<file path="config.mk">
export PLATFORM = sky130hd
export DESIGN_NAME = image_stream_source
export DESIGN_NICKNAME = d
export VERILOG_FILES = /design/src/rtl/img_stream_pkg.sv /design/src/rtl/image_stream_source_raster_counter.sv /design/src/rtl/image_stream_source.sv
export SDC_FILE = /design/constraint.sdc
export NUM_CORES = 1
export LEC_CHECK = 0
export CAP_MARGIN = 25
export CORE_ASPECT_RATIO = 1.75
export CORE_UTILIZATION = 52
export CTS_CLUSTER_DIAMETER = 150
export DETAILED_ROUTE_END_ITERATION = 8
export PLACE_DENSITY = 0.83
export REMOVE_ABC_BUFFERS = 1
export SETUP_SLACK_MARGIN = 0.02
export SYNTH_ARGS = -nofsm -noshare
export SYNTH_HDL_FRONTEND = slang
export SYNTH_SLANG_ARGS = --single-unit
</file>
<file path="constraint.sdc">
create_clock -name clk -period 6.17 [get_ports clk]
set_input_delay 0.617 -clock clk [delete_from_list [all_inputs] [get_ports clk]]
set_output_delay 0.617 -clock clk [all_outputs]
set_load 0.01 [all_outputs]
</file>
<file path="src/rtl/img_stream_pkg.sv">
// Shared state encoding and default frame geometry for the image stream source.
package img_stream_pkg;

    typedef enum logic [1:0] {
        ST_IDLE  = 2'd0,
        ST_READ  = 2'd1,
        ST_BLANK = 2'd2,
        ST_FLUSH = 2'd3
    } state_e;

    localparam int ROWS_DEF     = 9;
    localparam int COLS_DEF     = 9;
    localparam int BLANK_DEF    = 2;
    localparam int FLUSH_CYCLES = 2;

    function automatic int max_int(input int a, input int b);
        return (a > b) ? a : b;
    endfunction

endpackage

</file>
<file path="src/rtl/image_stream_source_raster_counter.sv">
// Row/column raster counter for the image stream source; both counters wrap
// together on the last pixel so the next frame starts at row 0, col 0.
module raster_counter
    import img_stream_pkg::*;
#(
    parameter int ROWS  = ROWS_DEF,
    parameter int COLS  = COLS_DEF,
    parameter int ROW_W = $clog2(ROWS),
    parameter int COL_W = $clog2(COLS)
) (
    input  logic             clk,
    input  logic             rst,
    input  logic             en_i,
    output logic [ROW_W-1:0] row_o,
    output logic [COL_W-1:0] col_o,
    output logic             col_last_o,
    output logic             row_last_o
);

    logic [ROW_W-1:0] row_q, row_d;
    logic [COL_W-1:0] col_q, col_d;

    assign col_last_o = (col_q == COL_W'(COLS - 1));
    assign row_last_o = (row_q == ROW_W'(ROWS - 1));
    assign row_o      = row_q;
    assign col_o      = col_q;

    always_comb begin
        row_d = row_q;
        col_d = col_q;
        if (en_i) begin
            if (col_last_o) begin
                col_d = '0;
                row_d = row_last_o ? '0 : row_q + 1'b1;
            end else begin
                col_d = col_q + 1'b1;
            end
        end
    end

    always_ff @(posedge clk) begin
        if (!rst) begin
            row_q <= '0;
            col_q <= '0;
        end else begin
            row_q <= row_d;
            col_q <= col_d;
        end
    end

endmodule

</file>
<file path="src/rtl/image_stream_source.sv">
// Streams one raster-ordered frame from pixel memory to the grayscale output.
// Inter-row blanking is built only when IMAGE_STREAM_SOURCE_BLANK_EN is defined.
//
// state    | meaning
// ST_IDLE  | waiting for start_i
// ST_READ  | one memory read per cycle, raster order
// ST_BLANK | idle gap of BLANK cycles between rows
// ST_FLUSH | two cycles for the read/output pipeline to drain
module image_stream_source
    import img_stream_pkg::*;
#(
    parameter int ROWS   = ROWS_DEF,
    parameter int COLS   = COLS_DEF,
    parameter int BLANK  = BLANK_DEF,
    parameter int ADDR_W = 7
) (
    input  logic              clk,
    input  logic              rst,
    input  logic              start_i,
    output logic              mem_rd_o,
    output logic [ADDR_W-1:0] mem_addr_o,
    input  logic [7:0]        mem_data_i,
    output logic [7:0]        grayscale_o,
    output logic              done_o,
    output logic              busy_o,
    output logic              frame_done_o
);

    localparam int ROW_W = $clog2(ROWS);
    localparam int COL_W = $clog2(COLS);
    // One down-counter serves both the flush wait and, when built, the blanking gap.
    localparam int WAIT_W = $clog2(max_int(BLANK, FLUSH_CYCLES));

    state_e            state_q, state_d;
    logic [WAIT_W-1:0] wait_q, wait_d;
    logic [ROW_W-1:0]  row;
    logic [COL_W-1:0]  col;
    logic              col_last, row_last;
    logic              cnt_en, last_px, mem_rd;
    logic              rd_d1_q, last_d1_q, done_q, fdone_q;
    logic [7:0]        gray_q;

    raster_counter #(
        .ROWS  (ROWS),
        .COLS  (COLS),
        .ROW_W (ROW_W),
        .COL_W (COL_W)
    ) u_raster (
        .clk        (clk),
        .rst        (rst),
        .en_i       (cnt_en),
        .row_o      (row),
        .col_o      (col),
        .col_last_o (col_last),
        .row_last_o (row_last)
    );

    always_comb begin
        state_d = state_q;
        wait_d  = wait_q;
        cnt_en  = 1'b0;
        last_px = 1'b0;
        case (state_q)
            ST_IDLE: begin
                if (start_i) state_d = ST_READ;
            end
            ST_READ: begin
                cnt_en = 1'b1;
                if (col_last) begin
                    if (row_last) begin
                        last_px = 1'b1;
                        state_d = ST_FLUSH;
                        wait_d  = WAIT_W'(FLUSH_CYCLES - 1);
                    end
`ifdef IMAGE_STREAM_SOURCE_BLANK_EN
                    else begin
                        state_d = ST_BLANK;
                        wait_d  = WAIT_W'(BLANK - 1);
                    end
`endif
                end
            end
`ifdef IMAGE_STREAM_SOURCE_BLANK_EN
            ST_BLANK: begin
                if (wait_q == '0) state_d = ST_READ;
                else              wait_d  = wait_q - 1'b1;
            end
`endif
            ST_FLUSH: begin
                if (wait_q == '0) state_d = ST_IDLE;
                else              wait_d  = wait_q - 1'b1;
            end
            default: state_d = ST_IDLE;
        endcase
    end

    assign mem_rd = (state_q == ST_READ);

    always_ff @(posedge clk) begin
        if (!rst) begin
            state_q   <= ST_IDLE;
            wait_q    <= '0;
            rd_d1_q   <= 1'b0;
            last_d1_q <= 1'b0;
            done_q    <= 1'b0;
            fdone_q   <= 1'b0;
            gray_q    <= 8'h00;
        end else begin
            state_q   <= state_d;
            wait_q    <= wait_d;
            rd_d1_q   <= mem_rd;
            last_d1_q <= last_px;
            done_q    <= rd_d1_q;
            fdone_q   <= last_d1_q;
            // Memory data is only meaningful the cycle after a read; zero otherwise.
            gray_q    <= rd_d1_q ? mem_data_i : 8'h00;
        end
    end

    assign mem_rd_o     = mem_rd;
    assign mem_addr_o   = mem_rd ? (ADDR_W'(row) * ADDR_W'(COLS) + ADDR_W'(col)) : '0;
    assign grayscale_o  = gray_q;
    assign done_o       = done_q;
    assign frame_done_o = fdone_q;
    assign busy_o       = (state_q != ST_IDLE);

endmodule

</file>
==> results.cfg, run 1 <==
[critical_path]
criticalPathCategory = register to output pin
start_kind = register
crit_path_max_fanout = 6
cp_top_family = adder cells
path_cells = ha_1 -> ha_1 -> fa_1 -> a21o_1 -> a21oi_1 -> xor2_1 -> nor2_1 -> clkdlybuf4s50_1
reg2reg_slack_ns = 4.57
cp_slowest_cell = clkdlybuf4s50_1
cp_data_arrival_time_ns = 2.75
worstReg2RegEnd = u_raster.row_o[3]$_SDFFE_PN0P_
cp-end-kind = output pin
cp_slowest_stage_delay_ns = 0.55
crit_required_ns = 5.55
r2r_cells = 6
r2r_start = u_raster.col_o[0]$_SDFFE_PN0P_
path_buf_inv = 1
cpMostUsedCell = ha_1

[power_and_ir_drop]
p_switching_w = 0.00005718
power.share.switching = 0.2302
power_frac_clock = 0.278
power_density_nw_per_um2 = 163.1
p_int_w = 0.0001912
combPwrFrac = 0.102
p_leak_nw = 0.6901
p_seq_frac = 0.621
total_power_w = 0.0002484
ir_drop_uv = 120.8

[sta]
tightest_slew_ns = 0.6352
report.final.slew_viol_count = 0
period_share = 0.5456
fin_skew_ns = 0.003211
setup_tns_ns = 0
finalHoldViolations = 0
setup_viol = 0
slew_headroom = 0.5752
rsz0062_at_grt = no
period_minus_slack_ns = 3.367
fmaxAchievable_mhz = 297.0

[clock_network]
numCtsBuffers = 3
postCtsSetupBuffers = 0
clock_sinks = 23
clk_path_buf_depth = 2
clk_pin_slew_ns = 0.12
ctsHoldBuffers = 0
ctsRootBufferMaster = clkbuf_4
cts_tree = yes
clock_latency_ns = 0.31
cts_resized = 0
htreeDepth = 1

[floorplan]
core_area_um2 = 2147
die_area_um2 = 2526
dieHeight_um = 65.75
rows = 22
dieWidth_um = 38.43
io_pins = 30
start_util = 0.5624

[min_path]
hold_path.class = register to register
min_path_cells = 1
hp-start = last_d1_q$_SDFF_PN0_
hold_end = frame_done_o$_SDFF_PN0_

[layout]
postLayoutCellArea_um2 = 1523
final_net_count = 186
postLayoutCoreUtil = 0.7092
area_delta_synth_final_pct = 26.11
drive_gt1_frac = 0.04430
diodes = 0

[global_routing]
antenna_found_initial = 0
grt_pass1_wl_mm = 3.843
grt_overflow_total = 0
grtUsageTotal = 0.2049
grt_pass1_vias = 948
grt_start_max_net_pins = 25

[detailed_routing]
drcViolationCount = 0
vias = 1023
drt-total-wl_mm = 2.362
drtIter0Drc = 11
viasPerCell = 5.621
dr.pass1.iters = 4
postRouteAntennaNets = 0
routedWlPerCell_um = 12.98

[placed_design]
dpl.hpwl_mm = 1.839
place_congestion = 0.8419
io_buffers = 29
placed_area_um2 = 1496

[synth]
synthArstFlopShare = 0
ys_ff_latch = 23
synth_top_area_cell = dfxtp_1
yosysWarnings = 0
synth_top_area_frac = 0.3813
yosysSeqAreaShare = 0.3813
synthTopCellsByArea = dfxtp_1 (38%), ha_1 (16%), and3_1 (4.7%), nand2_1 (3.4%), and2_1 (3.1%)
avgSynthCellArea_um2 = 9.288
synth_flop_cell = dfxtp_1
synth-edff-count = 0
netlist-cell-type-count = 38
synth_area_um2 = 1207
syn_inst = 130

[job]
max_cap_viol_count = 0

[run_status]
outcome = complete, no violations
==> power by group through the flow <==
stage                     registers (W)  clock network (W)   logic [W]
after floorplan                0.000158                  0  0.00000954
after global placement         0.000157                  0   0.0000250
after detailed placement       0.000158                  0   0.0000255
after CTS                      0.000154          0.0000703   0.0000258
after global routing           0.000155          0.0000745   0.0000276
final                          0.000154          0.0000689   0.0000253
==> worst max path at each step <==
stage	cells after the start	slack (ns)	end	start
after floorplan	7	3.72	mem_addr_o[5]	u_raster.row_o[1]$_SDFFE_PN0P_
after global placement	8	3.19	mem_addr_o[5]	u_raster.row_o[1]$_SDFFE_PN0P_
after detailed placement	8	3.17	mem_addr_o[5]	u_raster.row_o[1]$_SDFFE_PN0P_
after CTS	8	2.81	mem_addr_o[5]	u_raster.row_o[1]$_SDFFE_PN0P_
after global routing	8	2.65	mem_addr_o[5]	u_raster.row_o[1]$_SDFFE_PN0P_
final	8	2.80	mem_addr_o[5]	u_raster.row_o[1]$_SDFFE_PN0P_
==> sequential cells by signal (all words and copies together), names as in the netlist <==
name,count
u_raster.col_o,4
done_o,1
u_raster.row_o,4
last_d1_q,1
grayscale_o,8
state_q,2
rd_d1_q,1
frame_done_o,1
wait_q,1
==> cells by family (layout without fill, tap and decap cells) <==
family | count (synthesis) | after routing | synth area share
adder cells (fa/ha/maj) | 16 | 16 | 0.1720
buffers and inverters | 12 | 40 | 0.05181
XOR/XNOR | 2 | 2 | 0.01451
AND/OR/NAND/NOR | 55 | 55 | 0.2591
flip-flops | 23 | 23 | 0.3813
AO/OA/AOI/OAI | 22 | 22 | 0.1212
==> layer usage <==
layer	vias to the layer above	global-route usage	part of all wire
met5	-	0	0
met4	0	0.07328	0.016
met3	5	0.03378	0.047
met2	32	0.3962	0.53
met1	473	0.2013	0.40
li1	513	-	-
==> placed cells by master (no fill, tap or decap) <==
master	n
fa_1	1
a21oi_1	4
nor2b_1	2
and4_1	1
nand2_4	1
and3b_1	3
xnor2_1	1
a21boi_0	3
clkdlybuf4s50_1	29
or2_2	1
a31oi_1	1
and2_1	6
nor2_1	6
and3_1	9
o21ai_0	4
a21o_1	2
nand2_1	11
nand2b_1	1
nor4b_1	2
nor4_1	2
or3_1	2
nor3_1	2
a311oi_1	1
inv_1	6
xor2_1	1
dfxtp_1	23
a211oi_1	2
ha_1	15
clkinv_4	1
o21a_1	1
o211ai_1	1
nand3_1	5
clkbuf_1	1
clkbuf_4	3
a31o_2	1
a21boi_1	2
nand4_1	1
==> area by class of cell <==
cell class | count | area, um^2
Clock buffer | 4 | 26.28
Fill cell | 183 | 624.3
Inverter | 7 | 31.28
Multi-Input combinational cell | 95 | 684.4
Sequential cell | 23 | 460.4
Tap cell | 24 | 30.03
Timing Repair Buffer | 29 | 290.3
==> cell usage after synthesis, types with 2 or more instances <==
master / n
dfxtp_1: 23
ha_1: 15
nand2_1: 11
and3_1: 9
and2_1: 6
inv_1: 6
nor2_1: 6
nand3_1: 5
a21oi_1: 4
o21ai_0: 4
a21boi_0: 3
and3b_1: 3
a211oi_1: 2
a21boi_1: 2
a21o_1: 2
clkbuf_1: 2
nor2b_1: 2
nor3_1: 2
nor4_1: 2
nor4b_1: 2
or3_1: 2
==> through the flow <==
step	setup WS [ns]	cells	hold WS [ns]
floorplan	3.716	125	0.4118
detailed placement	3.171	178	0.4327
finish	2.803	182	0.4583
global route	2.652	182	0.4827
global placement	3.194	178	0.4183
CTS	2.810	182	0.4637
Note: power is estimated with default switching activity, not from simulation.
==> run 2: changes to the inputs <==
--- a/config.mk
+++ b/config.mk
@@ -7,10 +7,10 @@
 export LEC_CHECK = 0
 export CAP_MARGIN = 25
 export CORE_ASPECT_RATIO = 1.75
-export CORE_UTILIZATION = 52
+export CORE_UTILIZATION = 43
 export CTS_CLUSTER_DIAMETER = 150
 export DETAILED_ROUTE_END_ITERATION = 8
-export PLACE_DENSITY = 0.83
+export PLACE_DENSITY = 0.73
 export REMOVE_ABC_BUFFERS = 1
 export SETUP_SLACK_MARGIN = 0.02
 export SYNTH_ARGS = -nofsm -noshare
==> constraint.sdc (replaced) <==
create_clock -name clk -period 3 [get_ports clk]
set_input_delay 0.3 -clock clk [delete_from_list [all_inputs] [get_ports clk]]
set_output_delay 0.3 -clock clk [all_outputs]
set_load 0.01 [all_outputs]
==> run 2 against run 1 <==
Against the previous run:
- clock-buffer cell count down 1
- global-route usage down 2.7 points
- register-to-register slack worse by 3.2 ns
- final cell count up 2.2%
- power up 120%
- largest cell class unchanged
- largest power group unchanged
==> results.cfg, run 2 (synthesized netlist as in run 1, its figures left out) <==
[power_and_ir_drop]
total_power_w = 0.0005562
p_leak_nw = 0.7211
power_density_nw_per_um2 = 351.7
ir_drop_uv = 191.6

[clock_network]
cts_tree = yes
clock_latency_ns = 0.26
ctsHoldBuffers = 0
clk_path_buf_depth = 2
numCtsBuffers = 3
clock_sinks = 23
clk_pin_slew_ns = 0.08
htreeDepth = 1
ctsRootBufferMaster = clkbuf_8

[layout]
postLayoutCoreUtil = 0.5879
nFillCells = 257
ff_latch_area_um2 = 465.4
final_net_count = 187
diodes = 0
drive_gt1_frac = 0.1006
final_cell_mix = clkdlybuf4s50_1 (28), dfxtp_1 (19), ha_1 (14), nand2_1 (11), and3_1 (9)
final_common_cell = clkdlybuf4s50_1
multi_input_area_um2 = 704.4
area_delta_synth_final_pct = 30.98
largest_reg_flops = 8

[min_path]
min_path_cells = 1
hold_end = frame_done_o$_SDFF_PN0_
hold_path.class = register to register
hp-start = last_d1_q$_SDFF_PN0_

[global_routing]
grt_pass1_wl_mm = 4.215
grt_overflow_total = 0
grt_pass1_vias = 968
grt_start_max_net_pins = 25
antenna_found_initial = 0
grtUsageTotal = 0.1780

[run_status]
outcome = complete, no violations

[sta]
tightest_slew_ns = 0.6342
layout_setup_ws_ns = 0.1677
period_minus_slack_ns = 2.832
fin_skew_ns = 0.002982
report.final.slew_viol_count = 0
finalHoldViolations = 0
setup_tns_ns = 0
slew_headroom = 0.5759
hold_ws_ns = 0.4417
fmaxAchievable_mhz = 353.1
rsz0062_at_grt = no
setup_viol = 0
period_share = 0.9441

[detailed_routing]
drcViolationCount = 0
drt-total-wl_mm = 2.477
viasPerCell = 5.527
drtIter0Drc = 13
dr.pass1.iters = 3
postRouteAntennaNets = 0
vias = 1028
routedWlPerCell_um = 13.32

[critical_path]
cp_slowest_stage_delay_ns = 0.54
crit_required_ns = 2.70
cp_slowest_cell = clkdlybuf4s50_1
r2r_cells = 6
cp_data_arrival_time_ns = 2.53
path_cells = ha_1 -> ha_1 -> ha_4 -> o21ai_1 -> nor2_1 -> nand4_1 -> nand3_1 -> clkdlybuf4s50_1
start_kind = register
criticalPathCategory = register to output pin
crit_path_max_fanout = 7
worstReg2RegEnd = u_raster.row_o[3]$_SDFFE_PN0P_
r2r_start = u_raster.col_o[0]$_SDFFE_PN0P_
cpMostUsedCell = ha_1
reg2reg_slack_ns = 1.33
cp-end-kind = output pin

[floorplan]
core_area_um2 = 2690
dieWidth_um = 42.06
die_area_um2 = 3032
start_util = 0.4488
io_pins = 30
dieHeight_um = 72.10
rows = 25

[job]
max_cap_viol_count = 0

[placed_design]
dp_worst_setup_slack_ns = 0.2900
io_buffers = 29
place_congestion = 0.7920
dpl.hpwl_mm = 1.882
## run 2: routing by layer
metal  global-route usage  vias to the layer above  part of all wire
li1                     -                      515                 -
met1               0.1813                      469              0.40
met2               0.3385                       36              0.51
met3              0.02488                        8             0.061
met4              0.09722                        0             0.031
met5                    0                        -                 0
## run 2: final cells by class
cell class / count / area share
sequential: 23 / 0.2943
multi-input combinational: 95 / 0.4454
timing repair buffer: 30 / 0.1899
clock inverter: 1 / 0.003165
clock buffer: 3 / 0.02611
tap: 27 / 0.02136
inverter: 7 / 0.01978
## run 2: through the flow
stage	cells	instance area [um^2]
floorplan	125	1176
global placement	182	1508
CTS	186	1556
detailed placement	182	1508
global route	186	1582
finish	186	1582
## run 2: critical path: cells and delay by family (launching register included)
kind	cells	cell delay, ns
compound gates	1	0.08
buf+inv	1	0.54
flops	1	0.36
simple gates	3	0.37
fa+ha+maj	3	0.92
## run 2: power by group
part | switching [W] | internal [W]
combinational | 0.0000226 | 0.0000307
clock | 0.0000934 | 0.0000925
sequential | 0.00000555 | 0.000312
total | 0.000122 | 0.000435
## run 2: worst max path at each step
stage                                    from  slack (ns)       endpoint  cells past startpoint
3_3_place_gp   u_raster.row_o[0]$_SDFFE_PN0P_        0.36  mem_addr_o[4]                      7
6_report       u_raster.row_o[0]$_SDFFE_PN0P_        0.17  mem_addr_o[6]                      8
2_1_floorplan  u_raster.row_o[1]$_SDFFE_PN0P_        0.86  mem_addr_o[5]                      7
4_1_cts        u_raster.row_o[0]$_SDFFE_PN0P_        0.02  mem_addr_o[5]                      8
3_5_place_dp   u_raster.row_o[1]$_SDFFE_PN0P_        0.29  mem_addr_o[5]                      8
5_1_grt        u_raster.row_o[0]$_SDFFE_PN0P_        0.04  mem_addr_o[6]                      8
## run 2: repair_timing
action,in CTS,in global routing
endpoints found under the setup margin,1,3
buffers inserted,0,0
gates resized for setup,2,7
pin swaps,0,1
==> run 3: changes to the inputs <==
--- a/config.mk
+++ b/config.mk
@@ -7,10 +7,10 @@
 export LEC_CHECK = 0
 export CAP_MARGIN = 25
 export CORE_ASPECT_RATIO = 1.75
-export CORE_UTILIZATION = 43
+export CORE_UTILIZATION = 48
 export CTS_CLUSTER_DIAMETER = 150
 export DETAILED_ROUTE_END_ITERATION = 8
-export PLACE_DENSITY = 0.73
+export PLACE_DENSITY = 0.77
 export REMOVE_ABC_BUFFERS = 1
 export SETUP_SLACK_MARGIN = 0.02
 export SYNTH_ARGS = -nofsm -noshare
==> constraint.sdc (replaced) <==
create_clock -name clk -period 3.1 [get_ports clk]
set_input_delay 0.31 -clock clk [delete_from_list [all_inputs] [get_ports clk]]
set_output_delay 0.31 -clock clk [all_outputs]
set_load 0.01 [all_outputs]
==> run 3 against run 2 <==
Against the previous run:
- clock power shrank 4%
- flip-flop and latch count did not move
- design area fell by 1.6%
- setup slack got worse by 0.0081 ns
==> results.cfg, run 3 (synthesized netlist as in run 1, its figures left out) <==
[min_path]
hold_path.class = register to register

[global_routing]
antenna_found_initial = 0
grt_overflow_total = 0
grt_start_max_net_pins = 25
grt_pass1_vias = 998
grtUsageTotal = 0.2089
grt_pass1_wl_mm = 3.967

[clock_network]
htreeDepth = 1
numCtsBuffers = 3
ctsRootBufferMaster = clkbuf_8
cts_tree = yes
clk_pin_slew_ns = 0.07
cts_resized = 0
clk_path_buf_depth = 2
clock_sinks = 23
ctsHoldBuffers = 0
postCtsSetupBuffers = 0
clock_latency_ns = 0.26

[power_and_ir_drop]
p_leak_nw = 0.7014
power_frac_clock = 0.332
p_int_w = 0.0004231
total_power_w = 0.0005383
combPwrFrac = 0.097
ir_drop_uv = 199.3
p_seq_frac = 0.571
power_density_nw_per_um2 = 345.9
p_switching_w = 0.0001152
power.share.switching = 0.2140

[critical_path]
cp-end-kind = output pin
crit_required_ns = 2.79
criticalPathCategory = register to output pin
cp_slowest_cell = clkdlybuf4s50_1
cpMostUsedCell = ha_1
path_cells = ha_1 -> ha_1 -> ha_1 -> a21o_1 -> a21oi_1 -> xor2_1 -> nor2_1 -> clkdlybuf4s50_1
crit_path_max_fanout = 5
cp_data_arrival_time_ns = 2.63
cp_slowest_stage_delay_ns = 0.54
start_kind = register

[layout]
ff_latch_area_um2 = 464.2
final_cell_mix = clkdlybuf4s50_1 (29), dfxtp_1 (20), ha_1 (15), nand2_1 (11), and3_1 (9)
multi_input_area_um2 = 686.9
stdcell_count = 184
nFillCells = 188
largest_reg_flops = 8
diodes = 0
final_net_count = 187
area_delta_synth_final_pct = 28.91
final_common_cell = clkdlybuf4s50_1
drive_gt1_frac = 0.07547

[sta]
setup_viol = 0
report.final.slew_viol_count = 0
fin_skew_ns = 0.004174
fmaxAchievable_mhz = 340.1
finalHoldViolations = 0
period_share = 0.9485
tightest_slew_ns = 0.6234
rsz0062_at_grt = no
setup_tns_ns = 0
slew_headroom = 0.5831
period_minus_slack_ns = 2.940

[job]
max_cap_viol_count = 0

[detailed_routing]
routedWlPerCell_um = 13.63
drcViolationCount = 0
drt-total-wl_mm = 2.508
vias = 1040
viasPerCell = 5.652
postRouteAntennaNets = 0
dr.pass1.iters = 4
drtIter0Drc = 22

[placed_design]
place_congestion = 0.7966
dpl.hpwl_mm = 1.924
dp_cells = 180
io_buffers = 29

[floorplan]
core_area_um2 = 2331
start_util = 0.5180
dieWidth_um = 39.91
io_pins = 30
rows = 23
dieHeight_um = 68.35
die_area_um2 = 2728

[run_status]
outcome = complete, no violations
## run 3: final timing paths
check | startpoint | end | slack [ns] | depth (start not counted)
min | last_d1_q$_SDFF_PN0_ | frame_done_o$_SDFF_PN0_ | 0.43 | 1
min reg2reg | last_d1_q$_SDFF_PN0_ | frame_done_o$_SDFF_PN0_ | 0.43 | 1
max | u_raster.row_o[3]$_SDFFE_PN0P_ | mem_addr_o[5] | 0.16 | 8
max reg2reg | u_raster.col_o[0]$_SDFFE_PN0P_ | u_raster.row_o[3]$_SDFFE_PN0P_ | 1.46 | 6
## run 3: cell type report
type,instances,share of cell area
Multi-Input combinational cell,95,0.4413
Sequential cell,23,0.2982
Timing Repair Buffer,30,0.1913
Clock buffer,4,0.02894
Inverter,7,0.02010
Tap cell,25,0.02010
## run 3: power by group through the flow
stage          combinational [W]  clock (W)  sequential (W)
6_report               0.0000522   0.000179        0.000307
5_1_grt                0.0000568   0.000196        0.000308
4_1_cts                0.0000530   0.000185        0.000307
3_5_place_dp           0.0000528          0        0.000314
3_3_place_gp           0.0000511          0        0.000314
2_1_floorplan          0.0000190          0        0.000314
## run 3: layer usage
metal / share of wire / GRT usage / up-vias
met5: 0 / 0 / -
met4: 0.024 / 0.1466 / 0
met3: 0.059 / 0.02597 / 7
met2: 0.52 / 0.3770 / 36
met1: 0.40 / 0.2004 / 482
li1: - / - / 515
## run 3: stage by stage
stage                     area, um^2  setup slack (ns)  hold slack [ns]    util
after CTS                       1550           0.05360           0.4374  0.6651
after floorplan                 1176            0.9529           0.4118       -
after detailed placement        1505            0.3435           0.4192  0.6457
after global routing            1556           0.02841           0.4621  0.6677
final                           1556            0.1596           0.4343  0.6677
after global placement          1505            0.4287           0.4143  0.6457
## run 3: worst max-delay path: cells and delay by family (launching register included)
kind	cells	cell delay, ns
AOI/OAI and AO/OA	2	0.35
adders and majority gates	3	0.89
and+or+nand+nor	1	0.09
buffers and inverters	1	0.54
xor gates and xnor gates	1	0.08
DFF	1	0.42
